<file path="config.mk">
export PLATFORM = sky130hd
export DESIGN_NAME = demux_dispatch
export DESIGN_NICKNAME = d
export VERILOG_FILES = /design/src/rtl/demux_dispatch.sv
export SDC_FILE = /design/constraint.sdc
export NUM_CORES = 1
export LEC_CHECK = 0
export CORE_MARGIN = 5
export CORE_UTILIZATION = 41
export DETAILED_ROUTE_END_ITERATION = 6
export PLACE_DENSITY = 0.76
export SETUP_SLACK_MARGIN = 0.15
export SLEW_MARGIN = 20
export SYNTH_ARGS = -nofsm -noshare
export SYNTH_HDL_FRONTEND = slang
export SYNTH_SLANG_ARGS = --single-unit
</file>
<file path="constraint.sdc">
create_clock -name clk_i -period 1.74 [get_ports clk_i]
set_input_delay 0.348 -clock clk_i [delete_from_list [all_inputs] [get_ports clk_i]]
set_output_delay 0.348 -clock clk_i [all_outputs]
set_load 0.1 [all_outputs]
</file>
<file path="src/rtl/demux_dispatch.sv">
// demux_dispatch
//   Feeds a 1-to-8 demux stage. One word from a valid/ready input stream is
//   registered and drives the demux data/select. Each word is sent to an
//   explicit channel or to the next round-robin channel. The word is held
//   until its channel is ready. If it waits too long, it is dropped.
//
// Ports
//   clk_i       in   clock, rising edge
//   rst_ni      in   synchronous active-low reset
//   in_valid_i  in   upstream word valid
//   in_ready_o  out  word can be accepted this cycle (combinational)
//   in_data_i   in   upstream data, N+1 bits
//   in_dest_i   in   explicit destination channel (mode_i = 0)
//   mode_i      in   0 = explicit destination, 1 = round-robin
//   ch_ready_i  in   per-channel consumer ready
//   data_o      out  registered data to the demux
//   sel_o       out  registered select to the demux
//   valid_o     out  a word is held
//   strobe_o    out  one-hot dispatch strobe (combinational)
//   drop_o      out  one-cycle pulse when a held word times out
module demux_dispatch #(
  parameter int N       = 3,
  parameter int TIMEOUT = 16
) (
  input  logic         clk_i,
  input  logic         rst_ni,
  input  logic         in_valid_i,
  output logic         in_ready_o,
  input  logic [N:0]   in_data_i,
  input  logic [2:0]   in_dest_i,
  input  logic         mode_i,
  input  logic [7:0]   ch_ready_i,
  output logic [N:0]   data_o,
  output logic [2:0]   sel_o,
  output logic         valid_o,
  output logic [7:0]   strobe_o,
  output logic         drop_o
);

  localparam int WCNT_W = (TIMEOUT < 1) ? 1 : $clog2(TIMEOUT + 1);
  localparam logic [WCNT_W-1:0] WCNT_LAST = WCNT_W'((TIMEOUT > 0) ? (TIMEOUT - 1) : 0);

  typedef enum logic {IDLE = 1'b0, HOLD = 1'b1} state_t;

  state_t              state_q, state_d;
  logic [N:0]          data_p0, data_d;
  logic [2:0]          sel_p0, sel_d;
  logic [2:0]          rr_p0, rr_d;
  logic [WCNT_W-1:0]   wcnt_p0, wcnt_d;
  logic                drop_p0, drop_d;
  logic                disp, acc, timeout_hit;

  // Wait counter sticks at all-ones rather than wrapping (only reachable
  // when the timeout is disabled).
  function automatic logic [WCNT_W-1:0] sat_inc(input logic [WCNT_W-1:0] v);
    return (&v) ? v : v + WCNT_W'(1);
  endfunction

  assign disp        = (state_q == HOLD) & ch_ready_i[sel_p0];
  assign in_ready_o  = rst_ni & ((state_q == IDLE) | disp);
  assign acc         = in_valid_i & in_ready_o;
  assign strobe_o    = (rst_ni & disp) ? (8'b1 << sel_p0) : 8'b0;
  // Dispatch has priority: a word whose channel becomes ready in the last
  // wait cycle is delivered, not dropped.
  assign timeout_hit = (TIMEOUT > 0) && (state_q == HOLD) && !disp && (wcnt_p0 == WCNT_LAST);

  always_comb begin
    state_d = state_q;
    data_d  = data_p0;
    sel_d   = sel_p0;
    rr_d    = rr_p0;
    wcnt_d  = wcnt_p0;
    drop_d  = 1'b0;
    if (acc) begin
      // A dispatch in the same cycle is replaced by the new word.
      state_d = HOLD;
      data_d  = in_data_i;
      sel_d   = mode_i ? rr_p0 : in_dest_i;
      wcnt_d  = '0;
      if (mode_i) rr_d = rr_p0 + 3'd1;
    end else if (disp) begin
      // Zero data so the demux outputs go quiet; select keeps its value.
      state_d = IDLE;
      data_d  = '0;
    end else if (timeout_hit) begin
      state_d = IDLE;
      data_d  = '0;
      drop_d  = 1'b1;
    end else if (state_q == HOLD) begin
      wcnt_d = sat_inc(wcnt_p0);
    end
  end

  // Stage p0: holding register feeding the demux
  always_ff @(posedge clk_i) begin
    if (!rst_ni) begin
      state_q <= IDLE;
      data_p0 <= '0;
      sel_p0  <= '0;
      rr_p0   <= '0;
      wcnt_p0 <= '0;
      drop_p0 <= 1'b0;
    end else begin
      state_q <= state_d;
      data_p0 <= data_d;
      sel_p0  <= sel_d;
      rr_p0   <= rr_d;
      wcnt_p0 <= wcnt_d;
      drop_p0 <= drop_d;
    end
  end

  assign data_o  = data_p0;
  assign sel_o   = sel_p0;
  assign valid_o = (state_q == HOLD);
  assign drop_o  = drop_p0;

endmodule

</file>
==> impl_metrics.csv <==
group,metric,value,unit
route,wl,4.03,mm
route,wl_per_cell,18.4,um
layout,final_common_cell,"buf_12",
setup_path,cp.arrival,1860,ps
timing,fin_worst_skew,1.66,ps
route,ant_nets,0,
route,drc_errors,0,
setup_path,startpoint_type,"register",
layout,instances_no_fill,219,
logic_synthesis,synth.top_cell.area_share,30.4,%
setup_path,reg2reg_to,"wcnt_p0[1]",
placed_design,port_buffers,36,
logic_synthesis,synth_warnings,0,
setup_path,cp.required,1390,ps
clocking,cts_tree,"built",
clocking,cts_buffers,3,
route,num_vias,1140,
clocking,ctsHoldBuffers,0,
layout,layout-drive-gt1-share,53.2,%
timing,tightest_slew,280,ps
floorplanning,rows,19,
global_route,grt_overflow,0,
timing,period_share,127,%
layout,layout_common_cells,"20 x buf_12, 18 x buf_4, 14 x mux2i_1",
hold_path,hp-class,"register to register",
route,drt-vias-per-instance,5.21,
layout,num_antenna_cells,0,
setup_path,reg2reg_from,"sel_o[0]",
global_route,grt_usage,19.8,%
setup_path,path_class,"register to output port",
clocking,insertion_delay,300,ps
logic_synthesis,synth.avg_cell_area,9.33,sq um
power_and_ir_drop,total_power,1.30,mW
logic_synthesis,yosysTopAreaCell,"dfxtp_1",
logic_synthesis,synth_cells,120,
placed_design,place_inst,204,
clocking,clk_pin_slew,110,ps
global_route,first_global_vias,1209,
timing,timing.final.crit_period,2210,ps
global_route,grt_pass1_wl,6.28,mm
logic_synthesis,yosysSeqAreaShare,30.4,%
placed_design,dp_slack,-511,ps
floorplanning,coreArea,0.00269,sq mm
setup_path,worst-path-max-fanout,5,
timing,setup_violations,26,
route,drtIter0Drc,37,
placed_design,gp_congestion,0.742,
logic_synthesis,synth_cell_type_count,33,
placed_design,dp_hpwl,2.56,mm
setup_path,crit_start,"sel_o[0]",
global_route,antenna_found_initial,0,
timing,slew_viol_final,0,
run_status,violations,"negative setup slack",
floorplanning,die_w,62.3,um
setup_path,reg2regPathDepth,8,
timing,timing.final.ws_setup,-466,ps
setup_path,r2r_slack,-170,ps
clocking,htreeDepth,1,
logic_synthesis,synth-seq-cells,17,
route,dr.pass1.iters,4,
floorplanning,start_util,41.7,%
clocking,cts_sinks,17,
clocking,cts.path.max_buffers,2,
clocking,clock-root-buffer,"clkbuf_4",
timing,rsz0062_at_grt,"yes",
power_and_ir_drop,power_leakage,0.898,nW
global_route,grt_start_max_net_pins,13,
floorplanning,die-area,0.00388,sq mm
setup_path,endpoint,"strobe_o[6]",
layout,area_growth,99.7,%
layout,finalNetCount,212,
power_and_ir_drop,ir_drop,0.687,mV
setup_path,end_kind,"output port",
power_and_ir_drop,power_density,583,mW/mm^2
timing,slew_headroom,81.2,%
timing,fmax,453,MHz
run_status,outcome,"finished with violations",
timing,fin_setup_tns,-5530,ps
floorplanning,die_h,62.3,um
logic_synthesis,syn_nets,143,
logic_synthesis,synthesis.area,0.00112,sq mm
run,maxCapViolations,0,
floorplanning,ios,37,
timing,hold_viol_final,0,
logic_synthesis,synth.area.top_cells,"dfxtp_1 30%, mux2i_1 13%, nor2_1 5.4%",
-- final cells by class --
type / count / area, sq um
multi-input combinational: 94 / 942
timing repair buffer: 68 / 856
fill: 138 / 450
sequential: 17 / 353
tap: 31 / 38.8
clock buffer: 3 / 22.5
inverter: 5 / 18.8
clock inverter: 1 / 5.00
-- stage by stage --
stage | hold WS (ps) | area (sq um) | util [%]
global route | 529 | 2240 | 83.2
floorplan | 436 | 1270 | -
global placement | 455 | 1960 | 73.1
CTS | 494 | 2170 | 80.7
detailed placement | 479 | 1960 | 73.1
finish | 492 | 2240 | 83.2
-- logic make-up (layout without fill, tap and decap cells) --
| kind of cell | Yosys count | after routing | synth area share (%) |
|---|---|---|---|
| mux | 18 | 18 | 17.2 |
| compound gates | 14 | 14 | 15.6 |
| buf+inv | 9 | 77 | 4.36 |
| xor+xnor | 2 | 2 | 1.56 |
| simple gates | 56 | 56 | 26.4 |
| flops | 17 | 17 | 30.4 |
| fa+ha+maj | 4 | 4 | 4.47 |
-- synth_stat cells --
| library cell | count |
|---|---|
| a2111oi_2 | 1 |
| a211oi_1 | 2 |
| a211oi_4 | 1 |
| a21bo_2 | 1 |
| a21boi_4 | 1 |
| a21oi_1 | 1 |
| a22oi_4 | 1 |
| a2bb2oi_4 | 1 |
| and2b_1 | 1 |
| and3_1 | 6 |
| buf_6 | 2 |
| clkbuf_1 | 2 |
| dfxtp_1 | 17 |
| ha_1 | 4 |
| inv_1 | 5 |
| mux2_4 | 1 |
| mux2i_1 | 15 |
| mux2i_2 | 2 |
| nand2_1 | 13 |
| nand2_4 | 1 |
| nand2b_1 | 2 |
| nand3_1 | 2 |
| nand3b_1 | 2 |
| nor2_1 | 16 |
| nor2_2 | 1 |
| nor2b_1 | 2 |
| nor3_1 | 4 |
| nor3_4 | 1 |
| nor3b_2 | 1 |
| nor4_1 | 4 |
| o21ai_2 | 1 |
| o31a_1 | 4 |
| xnor2_1 | 2 |
-- flip-flops by register name (all words and copies together) (netlist names) --
signal   flops
data_o       4
drop_o       1
rr_p0        3
sel_o        3
valid_o      1
wcnt_p0      5
-- worst max-delay path: stages (launching register included) --
cell and delay [ps]:
dfxtp_4 400, mux2i_4 200, a22oi_4 230, nand2_4 140
buf_12 160, nor4_4 200, buf_12 220
-- where the power goes --
part           internal [mW]  switching (mW)
registers              0.408          0.0325
clock network         0.0858           0.140
logic                  0.293           0.345
-- worst min-delay path by stage --
stage,start,endpoint,cells past startpoint
2_1_floorplan,rr_p0[2],rr_p0[2],1
3_3_place_gp,rr_p0[2],rr_p0[2],1
3_5_place_dp,rr_p0[2],rr_p0[2],1
4_1_cts,rr_p0[2],rr_p0[2],1
5_1_grt,rr_p0[2],rr_p0[2],1
6_report,rr_p0[2],rr_p0[2],1
-- per-layer routing --
metal / vias to the layer above / part of all wire, % / GRT usage [%] / routed length, um
met5: - / 0 / 0 / 0
met4: 0 / 1.4 / 6.63 / 57
met3: 7 / 3.5 / 3.78 / 142
met2: 25 / 55 / 35.6 / 2230
met1: 544 / 40 / 23.2 / 1600
li1: 564 / - / - / -
-- timing repair --
action / in CTS / in global routing
setup buffers: 9 / 2
setup endpoints to repair: 26 / 26
resized for setup: 26 / 15
pin swaps: 20 / 12
endpoints found under the hold margin: 0 / 0
Power figures use the tool's default switching activity.
